==> config.mk <==
export PLATFORM = sky130hd
export DESIGN_NAME = dig_spi_responder
export DESIGN_NICKNAME = d
export VERILOG_FILES = /design/src/rtl/dig_spi_responder.sv
export SDC_FILE = /design/constraint.sdc
export NUM_CORES = 1
export LEC_CHECK = 0
export CORE_AREA = 2 2 159 161
export CTS_BUF_LIST = sky130_fd_sc_hd__clkbuf_8 sky130_fd_sc_hd__clkbuf_16
export CTS_CLUSTER_DIAMETER = 120
export DETAILED_ROUTE_END_ITERATION = 16
export DIE_AREA = 0 0 161 163
export HOLD_SLACK_MARGIN = 0.12
export PLACE_DENSITY = 0.85
export SYNTH_ARGS = -nofsm -noshare
export SYNTH_HDL_FRONTEND = slang
export SYNTH_SLANG_ARGS = --single-unit
==> constraint.sdc <==
create_clock -name clk -period 4.5 [get_ports clk]
set_clock_uncertainty 0.05 [all_clocks]
set_input_delay 0.9 -clock clk [delete_from_list [all_inputs] [get_ports clk]]
set_output_delay 0.9 -clock clk [all_outputs]
set_load 0.05 [all_outputs]
==> src/rtl/dig_spi_responder.sv <==
// SPI target for the ADC serial-control link: oversamples sen/sck/sdata in the clk domain,
// decodes 16-bit address/data frames into a register file and shifts readback out on sdout.
module dig_spi_responder #(
    parameter int unsigned P_N_REGS      = 32,
    parameter int unsigned P_SYNC_STAGES = 2
) (
    input  logic       clk,
    input  logic       rst_n,
    input  logic       sen,
    input  logic       sck,
    input  logic       sdata,
    output logic       sdout,
    output logic       sdout_oe,
    output logic       reg_wr_strobe,
    output logic [7:0] reg_wr_addr,
    output logic [7:0] reg_wr_data,
    output logic       frame_err,
    output logic       readout_mode,
    input  logic [7:0] cfg_addr,
    output logic [7:0] cfg_data
);

    localparam int unsigned AW        = (P_N_REGS > 1) ? $clog2(P_N_REGS) : 1;
    localparam int unsigned CW        = 5;
    localparam logic [CW-1:0] CNT_MAX   = CW'(17);
    localparam logic [CW-1:0] CNT_FRAME = CW'(16);
    localparam logic [CW-1:0] CNT_ADDR  = CW'(7);

    typedef enum logic [1:0] {
        ST_IDLE  = 2'd0,
        ST_SHIFT = 2'd1,
        ST_DONE  = 2'd2
    } state_t;

    state_t                   state;
    state_t                   state_nx;
    logic [P_SYNC_STAGES-1:0] sen_sync;
    logic [P_SYNC_STAGES-1:0] sck_sync;
    logic [P_SYNC_STAGES-1:0] sdata_sync;
    logic                     sck_prev;
    logic                     sen_s;
    logic                     sck_s;
    logic                     sdata_s;
    logic                     sck_rise;
    logic                     sck_fall;
    logic [15:0]              shift_q;
    logic [CW-1:0]            bit_cnt;
    logic [7:0]               rb_q;
    logic                     rb_armed;
    logic [7:0]               regs [P_N_REGS];
    logic [7:0]               frame_addr;
    logic [7:0]               frame_data;
    logic [7:0]               rb_addr;
    logic                     commit_c;
    logic                     err_c;

    function automatic logic addr_ok(input logic [7:0] a);
        return 9'(a) < 9'(P_N_REGS);
    endfunction

    // Synchronizers; sen and sck reset to their idle-high level so release creates no edge
    always_ff @(posedge clk or negedge rst_n) begin
        if (!rst_n) begin
            sen_sync   <= '1;
            sck_sync   <= '1;
            sdata_sync <= '0;
            sck_prev   <= 1'b1;
        end else begin
            sen_sync   <= {sen_sync[P_SYNC_STAGES-2:0], sen};
            sck_sync   <= {sck_sync[P_SYNC_STAGES-2:0], sck};
            sdata_sync <= {sdata_sync[P_SYNC_STAGES-2:0], sdata};
            sck_prev   <= sck_s;
        end
    end

    assign sen_s      = sen_sync[P_SYNC_STAGES-1];
    assign sck_s      = sck_sync[P_SYNC_STAGES-1];
    assign sdata_s    = sdata_sync[P_SYNC_STAGES-1];
    assign sck_rise   = sck_s & ~sck_prev;
    assign sck_fall   = ~sck_s & sck_prev;
    assign frame_addr = shift_q[15:8];
    assign frame_data = shift_q[7:0];
    assign rb_addr    = {shift_q[6:0], sdata_s};

    always_ff @(posedge clk or negedge rst_n) begin
        if (!rst_n) begin
            state <= ST_IDLE;
        end else begin
            state <= state_nx;
        end
    end

    // Next state and commit decode
    always_comb begin
        state_nx = state;
        commit_c = 1'b0;
        err_c    = 1'b0;
        case (state)
            ST_IDLE: begin
                if (!sen_s) begin
                    state_nx = ST_SHIFT;
                end
            end
            ST_SHIFT: begin
                if (sen_s) begin
                    state_nx = ST_DONE;
                end
            end
            ST_DONE: begin
                state_nx = ST_IDLE;
                if (bit_cnt != CNT_FRAME) begin
                    err_c = 1'b1;
                end else if (addr_ok(frame_addr) &&
                             (!readout_mode || (frame_addr == 8'd0))) begin
                    commit_c = 1'b1;
                end
            end
            default: state_nx = ST_IDLE;
        endcase
    end

    // Input shift register and bit counter
    always_ff @(posedge clk or negedge rst_n) begin
        if (!rst_n) begin
            shift_q <= '0;
            bit_cnt <= '0;
        end else if (state == ST_IDLE && !sen_s) begin
            bit_cnt <= '0;
        end else if (state == ST_SHIFT && !sen_s && sck_rise) begin
            shift_q <= {shift_q[14:0], sdata_s};
            if (bit_cnt != CNT_MAX) begin
                bit_cnt <= bit_cnt + CW'(1);
            end
        end
    end

    // Readback: load after the address byte, then present one bit per sck_fall
    always_ff @(posedge clk or negedge rst_n) begin
        if (!rst_n) begin
            rb_q     <= '0;
            rb_armed <= 1'b0;
            sdout    <= 1'b0;
            sdout_oe <= 1'b0;
        end else if (state != ST_SHIFT || sen_s) begin
            rb_armed <= 1'b0;
            sdout    <= 1'b0;
            sdout_oe <= 1'b0;
        end else if (sck_rise && bit_cnt == CNT_ADDR && readout_mode) begin
            rb_q     <= addr_ok(rb_addr) ? regs[rb_addr[AW-1:0]] : 8'd0;
            rb_armed <= 1'b1;
        end else if (sck_fall && rb_armed) begin
            sdout_oe <= 1'b1;
            sdout    <= rb_q[7];
            rb_q     <= {rb_q[6:0], 1'b0};
        end
    end

    // Register file, write report and soft reset
    always_ff @(posedge clk or negedge rst_n) begin
        if (!rst_n) begin
            for (int i = 0; i < int'(P_N_REGS); i++) begin
                regs[i] <= '0;
            end
            reg_wr_strobe <= 1'b0;
            reg_wr_addr   <= '0;
            reg_wr_data   <= '0;
            frame_err     <= 1'b0;
        end else begin
            reg_wr_strobe <= commit_c;
            frame_err     <= err_c;
            if (commit_c) begin
                reg_wr_addr <= frame_addr;
                reg_wr_data <= frame_data;
                if (frame_addr == 8'd0 && frame_data[1]) begin
                    for (int i = 0; i < int'(P_N_REGS); i++) begin
                        regs[i] <= '0;
                    end
                end else begin
                    regs[frame_addr[AW-1:0]] <= frame_data;
                end
            end
        end
    end

    always_ff @(posedge clk or negedge rst_n) begin
        if (!rst_n) begin
            cfg_data <= '0;
        end else begin
            cfg_data <= addr_ok(cfg_addr) ? regs[cfg_addr[AW-1:0]] : 8'd0;
        end
    end

    assign readout_mode = regs[0][0];

endmodule
# Yosys cells after proc, flatten, opt, wreduce, memory -nomap -nowiden
# Cells that the tools add are included.
# classes
add_sub_neg	1
n_mux	33
n_eq_ne	9
n_reduce_logical	25
bitwise_logic	9
n_lt_le_gt_ge	7
# op_table
cell	n
256-bit bitwise mux	1
256-bit 2-to-1 mux	1
8-bit binary-select mux with 5-bit select	2
8-bit 2-to-1 mux	9
8-bit demux with 5-bit select	1
8-bit by 6-bit less-than comparator with 1-bit output (second input constant)	3
6-bit greater-or-equal comparator (second input constant)	3
5-bit NOT with 6-bit output	3
5-bit 2-to-1 mux	3
1-bit 2-to-1 mux	13
5-bit inequality test (second input constant)	2
2-bit AND reduction	5
2-bit nonzero test	5
1-bit logical AND	9
8-bit zero test	1
6-bit by 1-bit less-than comparator with 1-bit output (second input constant)	1
2-bit inequality test (second input constant)	3
5-bit by 1-bit adder with 5-bit output (second input constant)	1
5-bit by 3-bit equality test with 1-bit output (second input constant)	1
2-bit 2-to-1 mux	2
1-bit NOT	4
2-bit one-hot mux with 2 select lines	1
1-bit AND	2
2-bit by 1-bit equality test with 1-bit output (second input constant)	1
5 further kinds	7
# totals
word_cells	132
reg_bits	323
inputBits	13
output_inout_bits	29

# Depth between registers and ports, before layout
# logic_depth
word_depth	7
ltp_mapped	10
mapped_depth_nobuf	8

# Worst setup path after synthesis
# OpenSTA, ideal clock, no wires.
# synth_path
path_kind	input-to-reg
from	input cfg_addr[0]
to	register cfg_data[5]
path_buffers	2
arrival_ns	2.835
setup_slack_ns	1.486
setup_time_ns	0.128
required_time_ns	4.322
stages	6
path_cell_list	buf_2 buf_1 mux4_2 mux4_2 mux2i_1 nor2_1
# synth_between
elab_chain_cells	5
word_cells_on_any_way	6
classes_between	order compare (1); mux (4); bitwise (1)
# synth_lines
item	line	text
from (decl)	19	input logic [7:0] cfg_addr,
5-bit NOT with 6-bit output (implied by the code)	189	cfg_data <= addr_ok(cfg_addr) ? regs[cfg_addr[AW-1:0]] : 8'd0;
8-bit binary-select mux with 5-bit select	189	
8-bit 2-to-1 mux (implied by the code) (2 in series)	189	
8-bit 2-to-1 mux *	189	
to (signal assigned)	189	
to (decl)	20	output logic [7:0] cfg_data
# Mark *: on every way between the ends. The rest lies on a longest branch, timed or not. The select of a mux whose other input is x is not followed.
# A chain may end at the register's enable or synchronous reset.

# Final worst setup path
# layout_path
from	register bit_cnt[0]
to	register regs[227] (netlist name)
# layout_between
elab_chain_cells	3
# layout_lines
item	line	text
from (decl)	47	logic [CW-1:0] bit_cnt;
from (signal assigned)	132	bit_cnt <= bit_cnt + CW'(1);
5-bit inequality test	111	if (bit_cnt != CNT_FRAME) begin
1-bit 2-to-1 mux	111	
1-bit 2-to-1 mux	98	case (state)
to (signal, indexed assignment)	179	regs[frame_addr[AW-1:0]] <= frame_data;
to (decl)	50	logic [7:0] regs [P_N_REGS];
# Every way passes these cells.

==> reports/results.tsv <==
metric	value	unit
outcome	completed	
Rows	58	
antenna viol nets, final	0	
predominant post-synthesis flop cell	dfrtp_1	
critical path type	reg -> reg	
share of cells above drive strength 1	0.243	
via/cell ratio	7.83	
synthesized instance count	1172	
Die Footprint	26200	µm²
placed cell areas	17000	µm²
type of origin of the critical path	flip-flop	
HP Class	reg -> reg	
worst reg-to-reg path cell count	8	
Crit Reg-Reg Endpoint	regs[227]	
footprint of the multi-input gates	7740	µm²
ant diodes	0	
Pleak	0.00818	µW
# setup viols final	0	
grt met3 use	0.104	
Post-CTS Resized	0	
Worst Tran Pin Value	1.34	ns
Inserted Clock Buffers	35	
grt total ovfl	0	
maximum clock insertion buffer count	3	
Data required, critical path	4.92	ns
NumNets Final	1196	
starting density of the core	0.661	
sequential fraction of the synthesis area	0.496	
Post-Syn Area	16300	µm²
Avg Cell Area, Syn	13.9	µm²
final worst slack	0.567	ns
Setup TNS	0	ns
Hold Path End	sen_sync[1]	
htree depth	2	
commonest non-fill, non-tap cell in the layout	dfrtp_1	
worst path arrival time	4.35	ns
Max VDD drop	0.000289	V
RSZ-0062 raised after global routing	no	
PortBufs	41	
Die Ht	163	µm
register area	8100	µm²
dpl ws	0.827	ns
met1 usage	0.533	
clk slew on worst S/H paths	0.06	ns
met2 usage	0.577	
synthesis warning total	0	
initial antenna violation count	0	
power per cell area	354	nW/µm²
Post-synth EDFFs	0	
first-pass GRT wire length	74.8	mm
drt wl/cell	30.9	µm
fmax	254	MHz
GPL Wtd Cong	0.922	
max_cap viols	0	
Syn-to-layout area delta	11.0	%
Final Instance Area	18100	µm²
hold path startpoint	sen_sync[0]	
critical path peak fanout	32	
Core ar.	24700	µm²
Synth Net Count	1188	
grt peak-use layer	met2	
Post-CTS Setup Bufs	0	
Slew Viols, Final	0	
Worst Hold Path Cells	0	
Post-CTS Hold Buffers	0	
DRT Pass-1 Iters	7	
synth unique cells	50	
Detailed Place HPWL	30.1	mm
root buffer cell	clkbuf_16	
CTS tree	built	
r2r setup slk	0.57	ns
vias in the first global route	11900	
final worst path period share	0.874	
CP endpoint kind	flip-flop	
Total Routing Usage GR	0.379	
Ports	42	
largest net degree at the start of global routing	124	
vias post-DR	12000	
fillcell total	1509	
Slew HR	0.105	
Final Critical Period	3.93	ns
1st-iter DRT viols	1863	
Hold Fails Final Rpt	0	
worst r2r src	bit_cnt[0]	
#FFs+latches synth	323	
CTS sink cnt	323	
die width	161	µm
drt drc	0	
worst skew pair latency	0.54	ns
Util after Layout	0.734	
fraction of registers with async set/reset	1.00	
most used cells in the layout excluding fill and tap cells	313 x dfrtp_1, 248 x a22o_1, 148 x mux4_2	
WL final	47.5	mm
cell usage after synthesis, types with 2 or more instances:
cell type | number | area [µm²]
a21oi_1 | 2 | 10.0
a222oi_1 | 4 | 40.0
a22o_1 | 248 | 2170
a22oi_1 | 3 | 22.5
and2_1 | 3 | 18.8
buf_1 | 18 | 67.6
buf_2 | 20 | 100
buf_4 | 2 | 15.0
buf_6 | 3 | 33.8
clkbuf_1 | 56 | 210
clkbuf_2 | 2 | 10.0
dfrtp_1 | 318 | 7960
dfstp_2 | 5 | 131
ha_1 | 3 | 37.5
inv_1 | 6 | 22.5
mux2_2 | 10 | 113
mux2i_1 | 23 | 230
mux4_2 | 148 | 3330
nand2_1 | 106 | 398
nand2b_1 | 4 | 25.0
nand3_1 | 12 | 60.1
nand3b_1 | 4 | 30.0
nand4_1 | 3 | 18.8
nor2_1 | 53 | 199
nor2b_1 | 2 | 12.5
nor3_1 | 3 | 15.0
nor3_4 | 31 | 504
nor4_1 | 2 | 12.5
o211ai_1 | 10 | 75.1
o21ai_0 | 11 | 55.1
o21ai_1 | 31 | 155
or2_1 | 3 | 18.8
or3_1 | 3 | 18.8
or3b_2 | 2 | 17.5
xor2_1 | 3 | 26.3
flip-flops by register name, indices dropped and copies added (netlist names), 2 cells and up:
register / count
bit_cnt: 5
reg_wr_addr: 8
sen_sync: 2
reg_wr_data: 8
regs: 255
sdata_sync: 2
sck_sync: 2
shift_q: 16
rb_q: 8
cfg_data: 8
state: 2
worst max path at each step:
stage,startpoint,to,cells past startpoint
floorplan,cfg_addr[0],cfg_data[5],6
detailed placement,bit_cnt[0],regs[223],8
CTS,bit_cnt[0],regs[90],8
global route,bit_cnt[0],regs[89],8
global placement,bit_cnt[0],regs[61],8
finish,bit_cnt[0],regs[227],8
logic make-up after synthesis:
logic type | Yosys count | share of synthesized area
fa+ha+maj | 3 | 0.00230
simple gates | 237 | 0.0860
flops | 323 | 0.496
mux | 181 | 0.225
compound gates | 315 | 0.159
buf+inv | 109 | 0.0293
xor+xnor | 4 | 0.00215
power by group:
part / internal [µW] / switching [µW]
combinational: 169 / 326
sequential: 2920 / 136
clock: 1650 / 1200
critical path, stage by stage (launching register included):
cell,delay [ns]
dfrtp_1,0.43
inv_1,0.07
ha_1,0.18
nor4bb_1,0.14
nand4b_1,0.38
a21o_4,0.44
clkinv_1,1.01
o21ai_1,0.90
a22o_1,0.24
routing by layer:
metal,share of wire,routed length [µm],up-vias
li1,-,-,4646
met1,0.36,16900,6105
met2,0.45,21600,1084
met3,0.14,6580,191
met4,0.050,2400,0
met5,0,0,-
per-stage QoR:
stage	std cells	hold WS [ns]	total power (µW)
final	1536	0.305	6410
after global routing	1536	0.311	6560
after CTS	1536	0.305	6390
after detailed placement	1473	0.296	3590
after global placement	1473	0.282	3580
after floorplan	1172	0.281	3360
cell type report:
type / count / area share
clock buffer: 42 / 0.0537
multi-input combinational: 740 / 0.428
clock inverter: 21 / 0.00857
sequential: 323 / 0.447
tap: 330 / 0.0228
inverter: 7 / 0.00145
timing repair buffer: 73 / 0.0386
Note: power is estimated with default switching activity, not from simulation.
